$ cat src/rtl/frame_pkg.sv
// Shared definitions for the frame drawing pipeline.
// Holds the sequencer state encoding, default resolution, coordinate and
// colour widths, and the pixel bundle that clear engine, sine engine and
// framebuffer all exchange.
package frame_pkg;

    localparam int unsigned COORD_W   = 8;
    localparam int unsigned COLOR_W   = 12;
    localparam int unsigned H_RES_DEF = 160;
    localparam int unsigned V_RES_DEF = 120;

    // Sequencer state encoding, exported on the phase port as-is.
    localparam logic [1:0] ST_IDLE  = 2'b00;
    localparam logic [1:0] ST_CLEAR = 2'b01;
    localparam logic [1:0] ST_DRAW  = 2'b10;
    localparam logic [1:0] ST_HOLD  = 2'b11;

    typedef struct packed {
        logic [COORD_W-1:0] x;
        logic [COORD_W-1:0] y;
        logic [COLOR_W-1:0] color;
    } pixel_t;

endpackage

$ cat src/rtl/pix_out_reg.sv
// One-entry valid/ready write register with on-screen clip check.
// Ports:
//   clk, rst_n   clock, async active-low reset
//   load         pixel accepted from the active source this cycle
//   pix          accepted pixel
//   wr_ready     framebuffer accepts the held write
//   wr_valid     held write is valid
//   wr_pix       held write payload (stable while stalled)
//   in_range_c   combinational: pix lies inside the visible frame
module pix_out_reg
    import frame_pkg::*;
#(
    parameter int unsigned H_RES = H_RES_DEF,
    parameter int unsigned V_RES = V_RES_DEF
) (
    input  logic   clk,
    input  logic   rst_n,
    input  logic   load,
    input  pixel_t pix,
    input  logic   wr_ready,
    output logic   wr_valid,
    output pixel_t wr_pix,
    output logic   in_range_c
);

    assign in_range_c = (32'(pix.x) < H_RES) && (32'(pix.y) < V_RES);

    // Clipped pixels are consumed upstream but never occupy the stage.
    always_ff @(posedge clk or negedge rst_n) begin
        if (!rst_n) begin
            wr_valid <= 1'b0;
            wr_pix   <= '0;
        end else if (load && in_range_c) begin
            wr_valid <= 1'b1;
            wr_pix   <= pix;
        end else if (wr_ready) begin
            wr_valid <= 1'b0;
        end
    end

endmodule

$ cat src/rtl/frame_draw_sequencer.sv
// Schedules the clear engine and the sine engine onto one framebuffer
// write port: CLEAR, then optionally DRAW, then a fixed HOLD per frame.
// Ports:
//   clk, rst_n               clock, async active-low reset
//   go, mode                 frame request; mode 1 = clear only
//   clr_* / sin_*            start, valid/ready pixel stream and done of each engine
//   wr_valid/x/y/color/ready framebuffer write port
//   busy, phase              state != IDLE, raw state encoding
//   frame_done               one-cycle end-of-frame pulse
//   pix_count, clip_count    pixels written / dropped this frame, saturating
module frame_draw_sequencer
    import frame_pkg::*;
#(
    parameter int unsigned H_RES       = H_RES_DEF,
    parameter int unsigned V_RES       = V_RES_DEF,
    parameter int unsigned HOLD_CYCLES = 25000,
    parameter int unsigned PIX_W       = 15
) (
    input  logic               clk,
    input  logic               rst_n,
    input  logic               go,
    input  logic               mode,
    output logic               clr_start,
    input  logic               clr_valid,
    input  logic [COORD_W-1:0] clr_x,
    input  logic [COORD_W-1:0] clr_y,
    input  logic [COLOR_W-1:0] clr_color,
    output logic               clr_ready,
    input  logic               clr_done,
    output logic               sin_start,
    input  logic               sin_valid,
    input  logic [COORD_W-1:0] sin_x,
    input  logic [COORD_W-1:0] sin_y,
    input  logic [COLOR_W-1:0] sin_color,
    output logic               sin_ready,
    input  logic               sin_done,
    output logic               wr_valid,
    output logic [COORD_W-1:0] wr_x,
    output logic [COORD_W-1:0] wr_y,
    output logic [COLOR_W-1:0] wr_color,
    input  logic               wr_ready,
    output logic               busy,
    output logic [1:0]         phase,
    output logic               frame_done,
    output logic [PIX_W-1:0]   pix_count,
    output logic [7:0]         clip_count
);

    localparam int unsigned     HOLD_N    = (HOLD_CYCLES == 0) ? 1 : HOLD_CYCLES;
    localparam int unsigned     HOLD_W    = (HOLD_N > 1) ? $clog2(HOLD_N) : 1;
    localparam logic [HOLD_W-1:0] HOLD_LOAD = HOLD_W'(HOLD_N - 1);

    logic [1:0]        state, state_nx;
    logic              mode_q, mode_nx;
    logic              done_flag, done_nx;
    logic [HOLD_W-1:0] hold_cnt, hold_nx;
    logic [PIX_W-1:0]  pix_nx;
    logic [7:0]        clip_nx;
    logic              clr_start_nx, sin_start_nx, frame_done_nx;

    pixel_t act_pix, wr_pix;
    logic   act_valid, act_done, space_c, fire, in_range_c, phase_end;

    // Route only the source owning the current phase; the other is muted.
    always_comb begin
        act_valid = 1'b0;
        act_done  = 1'b0;
        act_pix   = '0;
        if (state == ST_CLEAR) begin
            act_valid = clr_valid;
            act_done  = clr_done;
            act_pix   = {clr_x, clr_y, clr_color};
        end else if (state == ST_DRAW) begin
            act_valid = sin_valid;
            act_done  = sin_done;
            act_pix   = {sin_x, sin_y, sin_color};
        end
    end

    assign space_c   = !wr_valid || wr_ready;
    assign clr_ready = (state == ST_CLEAR) && space_c;
    assign sin_ready = (state == ST_DRAW) && space_c;
    assign fire      = act_valid && space_c;
    // A phase may only end once its last pixel has left the write stage.
    assign phase_end = done_flag && space_c;

    pix_out_reg #(
        .H_RES (H_RES),
        .V_RES (V_RES)
    ) u_out (
        .clk        (clk),
        .rst_n      (rst_n),
        .load       (fire),
        .pix        (act_pix),
        .wr_ready   (wr_ready),
        .wr_valid   (wr_valid),
        .wr_pix     (wr_pix),
        .in_range_c (in_range_c)
    );

    assign wr_x     = wr_pix.x;
    assign wr_y     = wr_pix.y;
    assign wr_color = wr_pix.color;
    assign busy     = (state != ST_IDLE);
    assign phase    = state;

    // Next-state, counters and start/done pulses.
    always_comb begin
        state_nx      = state;
        mode_nx       = mode_q;
        done_nx       = done_flag || act_done;
        hold_nx       = hold_cnt;
        clr_start_nx  = 1'b0;
        sin_start_nx  = 1'b0;
        frame_done_nx = 1'b0;
        pix_nx        = (fire && in_range_c && (pix_count != '1))
                        ? pix_count + PIX_W'(1) : pix_count;
        clip_nx       = (fire && !in_range_c && (clip_count != '1))
                        ? clip_count + 8'(1) : clip_count;
        case (state)
            ST_IDLE: begin
                if (go) begin
                    state_nx     = ST_CLEAR;
                    mode_nx      = mode;
                    clr_start_nx = 1'b1;
                    done_nx      = 1'b0;
                    pix_nx       = '0;
                    clip_nx      = '0;
                end
            end
            ST_CLEAR: begin
                if (phase_end) begin
                    done_nx = 1'b0;
                    if (!mode_q) begin
                        state_nx     = ST_DRAW;
                        sin_start_nx = 1'b1;
                    end else begin
                        state_nx = ST_HOLD;
                        hold_nx  = HOLD_LOAD;
                    end
                end
            end
            ST_DRAW: begin
                if (phase_end) begin
                    done_nx  = 1'b0;
                    state_nx = ST_HOLD;
                    hold_nx  = HOLD_LOAD;
                end
            end
            ST_HOLD: begin
                if (hold_cnt == '0) begin
                    frame_done_nx = 1'b1;
                    if (go) begin
                        state_nx     = ST_CLEAR;
                        mode_nx      = mode;
                        clr_start_nx = 1'b1;
                        done_nx      = 1'b0;
                        pix_nx       = '0;
                        clip_nx      = '0;
                    end else begin
                        state_nx = ST_IDLE;
                    end
                end else begin
                    hold_nx = hold_cnt - HOLD_W'(1);
                end
            end
            default: state_nx = ST_IDLE;
        endcase
    end

    always_ff @(posedge clk or negedge rst_n) begin
        if (!rst_n) begin
            state      <= ST_IDLE;
            mode_q     <= 1'b0;
            done_flag  <= 1'b0;
            hold_cnt   <= '0;
            pix_count  <= '0;
            clip_count <= '0;
            clr_start  <= 1'b0;
            sin_start  <= 1'b0;
            frame_done <= 1'b0;
        end else begin
            state      <= state_nx;
            mode_q     <= mode_nx;
            done_flag  <= done_nx;
            hold_cnt   <= hold_nx;
            pix_count  <= pix_nx;
            clip_count <= clip_nx;
            clr_start  <= clr_start_nx;
            sin_start  <= sin_start_nx;
            frame_done <= frame_done_nx;
        end
    end

endmodule
$ cat config.mk
export PLATFORM = sky130hd
export DESIGN_NAME = frame_draw_sequencer
export DESIGN_NICKNAME = d
export VERILOG_FILES = /design/src/rtl/frame_pkg.sv /design/src/rtl/pix_out_reg.sv /design/src/rtl/frame_draw_sequencer.sv
export SDC_FILE = /design/constraint.sdc
export NUM_CORES = 1
export LEC_CHECK = 0
export CAP_MARGIN = 20
export CORE_ASPECT_RATIO = 2
export CORE_MARGIN = 2
export CORE_UTILIZATION = 48
export DETAILED_ROUTE_END_ITERATION = 12
export PLACE_DENSITY = 0.91
export SYNTH_ARGS = -nofsm -noshare
export SYNTH_HDL_FRONTEND = slang
export SYNTH_SLANG_ARGS = --single-unit
$ cat constraint.sdc
create_clock -name clk -period 3.32 [get_ports clk]
set_input_delay 0.332 -clock clk [delete_from_list [all_inputs] [get_ports clk]]
set_output_delay 0.332 -clock clk [all_outputs]
set_load 0.01 [all_outputs]
## Word level (Yosys, flattened, before mapping)

Index checks and enable logic that the tools add are counted.

- Bits of input ports: 65
- Word-level logic and storage cells: 95
- Memories: 0
- Bits in read-only memories: 0
- Memory bits (writable): 0
- Register bits after elaboration: 74
- Latch bits: 0
- Output and inout port bits: 60

- Shift operators: 0
- Muxes and demuxes: 43
- Div/mod/pow operators: 0
- Add/subtract/negate cells: 3
- Order comparisons: 2
- Bitwise gates (word level): 0
- Reduce and logical (&&, ||, !) cells: 23
- $mul: 0
- Equality and inequality tests: 11

Operator list:

| operator | count |
|---|---|
| $mux 15 | 7 |
| $mux 28 | 2 |
| $pmux 15 s3 | 1 |
| $pmux 15 s2 | 1 |
| $mux 8 | 3 |
| $mux 1 | 20 |
| $pmux 8 s2 | 1 |
| $add 15x1->15 const B | 1 |
| $logic_not 15->1 | 1 |
| $ne 15x15->1 const B | 1 |
| $sub 15x1->15 const B | 1 |
| $ne 2x2->1 const B | 6 |
| $logic_and 1x1->1 | 9 |
| $add 8x1->8 const B | 1 |
| $lt 8x7->1 const B | 1 |
| $lt 8x8->1 const B | 1 |
| $mux 2 | 4 |
| $ne 8x8->1 const B | 1 |
| $pmux 2 s4 | 1 |
| $reduce_bool 2->1 | 3 |
| $reduce_and 5->1 | 1 |
| $eq 2x2->1 const B | 2 |
| $pmux 1 s2 | 2 |
| $reduce_and 4->1 | 1 |
| 8 further kinds | 10 |

## Longest topological paths before layout

- Word-level depth: 12
- Depth in mapped cells: 10
- Gate-level depth less buffers: 7

## Hierarchy

A second synthesis with hierarchy kept.

- Cell total of the unflattened synthesis: 435
- Area, all modules: 4,187.8 sq um

Modules (own cells, without submodules):

| module | area an instance (sq um) | cells each | times used | sequential area each (sq um) |
|---|---|---|---|---|
| frame_draw_sequencer | 3,052.9 | 369 | 1 | 1,126.1 |
| pix_out_reg | 1,134.8 | 66 | 1 | 725.7 |

## Worst setup path before layout

No wires, ideal clock.

- Path type: register to register
- From: reg state[0] (netlist: phase[0])
- To: reg u_out.wr_pix[11] (netlist name)
- Setup slack: 0.950 ns
- Arrival: 2.245 ns
- Buffers on the path: 3
- Clock period less this slack: 2.370 ns
- Cell stages (with the launch flop): 11
- Required time: 3.195 ns
- Library setup time: 0.125 ns
- Path through: dfrtp_1 inv_1 ha_1 nor2b_1 clkbuf_1 a22o_1 a211oi_2 nand2_1 buf_2 buf_6 mux2_2

- Word-level cells in the longest chain between the ends: 6
- Elaborated cells between the ends (all ways): 11
- Those cells by class: order compare: 2; eq/ne: 2; mux: 4; reduce/logical: 3

Ends and longest elaborated chain:

| element | RTL line | source |
|---|---|---|
| start, declared | frame_draw_sequencer.sv:53 | `logic [1:0] state, state_nx;` |
| start signal, assigned | frame_draw_sequencer.sv:183 | `state <= state_nx;` |
| $eq 2x2->1 | frame_draw_sequencer.sv:73 | `end else if (state == ST_DRAW) begin` |
| $mux 28 | frame_draw_sequencer.sv:73 |  |
| $mux 28 | frame_draw_sequencer.sv:69 | `if (state == ST_CLEAR) begin` |
| $lt 8x8->1 or $lt 8x7->1 (tied branches) | pix_out_reg.sv:26 | `assign in_range_c = (32'(pix.x) < H_RES) && (32'(pix.y) < V_RES);` |
| $logic_and 1x1->1 | pix_out_reg.sv:26 |  |
| $logic_and 1x1->1 | pix_out_reg.sv:33 | `end else if (load && in_range_c) begin` |

Parallel ways exist; a longest one is shown, timed or not.
A chain may end at the register's enable or synchronous reset.

## Final worst setup path

- From: reg state[0] (netlist: phase[0])
- To: reg u_out.wr_pix[13] (netlist name)

- Word-level cells in the longest chain between the ends: 6
- Elaborated cells between the ends (all ways): 11
- Those cells by class: order compare: 2; eq/ne: 2; mux: 4; reduce/logical: 3

Ends and longest elaborated chain:

| element | RTL line |
|---|---|
| $eq 2x2->1 | frame_draw_sequencer.sv:73 |
| $mux 28 | frame_draw_sequencer.sv:73 |
| $mux 28 | frame_draw_sequencer.sv:69 |
| $lt 8x8->1 or $lt 8x7->1 (tied branches) | pix_out_reg.sv:26 |
| $logic_and 1x1->1 | pix_out_reg.sv:26 |
| $logic_and 1x1->1 | pix_out_reg.sv:33 |

Parallel ways exist; a longest one is shown, timed or not.

==> impl_metrics.ini <==
[synth]
synth_compound_area_share_pct = 17.7
synthXorXnorAreaFrac_pct = 0
syn_area_um2 = 4180
synth_top_family_by_area = simple AND/OR/NAND/NOR gates
ys_seq_elements = 74
yosys.area_share.simple_pct = 22.2
synthArstFlopShare_pct = 100
synth_fp_nets = 489
synth_cells = 417
synthFlopType = dfrtp_1
synth_edf_count = 0
yosys.area_share.adder_pct = 2.09
postSynthAreaPerCell_um2 = 10.0
ys_types = 55
ys_warn_count = 0
synth_seq_area_share_pct = 44.3
muxShareOfSynthArea_pct = 10.4

[critical_path]
startpoint = phase[0]
r2r-start = phase[0]
startpoint_type = register
r2r_slack_ns = 0.30
crit_arrival_ns = 3.24
critPathMaxFanout = 16
crit_required_ns = 3.54
critPathKind = reg2reg
worstSetupEndpointType = register

[detailed_routing]
wl_met1_um = 4340
routed_wl_um = 12600
dr_wl_met3_um = 889
vias_per_cell = 6.22
drtAntennaViolNets = 0
vias = 4019
top_layer = met4
drc = 0
met2_length_um = 6970
drt-initial-drc-count = 366
wl_per_cell_um = 19.5
first_pass_iters = 5

[final_layout]
area.sequential_um2 = 1850
finalNetCount = 613
mostFrequentLayoutCell = clkdlybuf4s50_1
drive_above_1_share_pct = 13.6
multi_input_area_um2 = 2210
diodes = 0
area.growth.synth_to_final_pct = 40.2
nFillCells = 651
final_cell_mix = clkdlybuf4s50_1 (123), dfrtp_1 (74), nand2_1 (35), mux2_2 (29), a21oi_1 (24)
stdcell_area_um2 = 5860

[floorplan]
dieArea_um2 = 9520
fp.dieH_um = 136
core_um2 = 8530
io_pins = 125
start_util_pct = 49.0
rows = 48
fp.dieW_um = 70

[placement]
place_congestion = 0.980
placed_area_um2 = 5540
hpwlAfterDp_um = 9340
port_buffers = 124

[clock_tree]
clock_path_buffers = 2
cts.clk_slew.worst_paths_ns = 0.06
clk_latency_ns = 0.34
clockRootBuffer = clkbuf_16
numCtsBuffers = 9
numClockSinks = 74
cts_tree = built
htreeDepth = 3

[timing]
worst_pin_slew_ns = 0.950
timing_hold_violations_final = 0
fin_crit_sh_pct = 91.0
finalSetupTns_ns = 0
rsz0062_at_grt = no
slew_viol_final = 0
timing.fmax_mhz = 331
skew_ns = 0.00496
setup_viol = 0
holdWs_ns = 0.134
slew_headroom_pct = 36.7
fin_crit_ns = 3.02

[status]
status = finished, final reports clean

[min_path]
hp-class = in2async

[grt]
gr-usage-all-layers_pct = 26.8
grt_max_degree = 75
antenna_found_initial = 0
grt_remaining_overflow = 0
grt_pass1_vias = 4063
grt_pass1_wl_um = 19900

[power_and_ir_drop]
p_leak_uw = 0.00244
power.density_nw_per_um2 = 781
ir_drop_mv = 0.514

[flow_run]
cap_violations = 0
## layer usage
| metal | track usage (%) | vias up |
|---|---|---|
| met2 | 49.5 | 204 |
| met5 | 0 | - |
| met4 | 12.1 | 0 |
| li1 | - | 1830 |
| met1 | 28.5 | 1957 |
| met3 | 6.00 | 28 |
## where the power goes
group / switching (µW) / internal [µW]
Sequential: 137 / 1090
Clock: 375 / 618
Combinational: 1290 / 1070
## path summary, 6_finish.rpt
path                               endpoint  cells after the start
max                        u_out.wr_pix[13]                      8
min                        u_out.wr_pix[21]                      1
max reg2reg                u_out.wr_pix[13]                      8
min reg2reg                u_out.wr_pix[19]                      1
max in group asynchronous   u_out.wr_pix[8]                      1
min in group clk           u_out.wr_pix[19]                      1
## state kept, by name, summed over array words and instances (netlist names)
signal / cells
clip_count: 8
mode_q: 1
frame_done: 1
pix_count: 15
u_out.wr_valid: 1
sin_start: 1
clr_start: 1
u_out.wr_pix: 28
done_flag: 1
phase: 2
hold_cnt: 15
## cell families after synthesis
family,after synthesis
adders and majority gates,7
muxes,40
DFF,74
buffers and inverters,32
and+or+nand+nor,158
AOI/OAI and AO/OA,106
## synthesized netlist by cell type (10+ instances only)
cell type	number	area [µm²]
o21ai_0	19	95.1
a22o_1	23	201
or4_1	10	75.1
o31ai_1	13	97.6
mux2_2	29	327
nand2b_1	13	81.3
and3_1	10	62.6
nand3_1	23	115
clkbuf_1	11	41.3
mux2i_1	11	110
nand2_1	35	131
dfrtp_1	74	1850
inv_1	11	41.3
a21oi_1	24	120
## final cells by class
class	count	share of cell area, %
Timing Repair Buffer	134	22.6
Multi-Input combinational cell	311	37.7
Clock inverter	5	0.897
Clock buffer	11	4.31
Inverter	11	0.705
Tap cell	100	2.13
Sequential cell	74	31.6
## stage by stage
step                      instances  total power (µW)  util (%)  setup WS (ns)
final                           646              4580      68.7          0.300
after global routing            646              4840      68.7         0.0932
after CTS                       646              4580      68.6         0.0431
after detailed placement        630              3580      65.0         0.0634
after global placement          630              3470      65.0          0.260
after floorplan                 417              2680         -          0.950
## critical path, stage by stage (launching register included)
cell and delay [ns]:
dfrtp_1 0.42, inv_1 0.08, ha_1 0.39, nor2b_2 0.25
a22o_1 0.26, a211oi_4 0.50, nand2_1 0.42, buf_4 0.30
mux2_2 0.27
## what timing repair did
| action | CTS | global route |
|---|---|---|
| setup buffers | 0 | 0 |
| hold buffers | 0 | 0 |
| endpoints found under the setup margin | 0 | 28 |
| gates resized for setup | 0 | 3 |
Power figures use the tool's default switching activity.
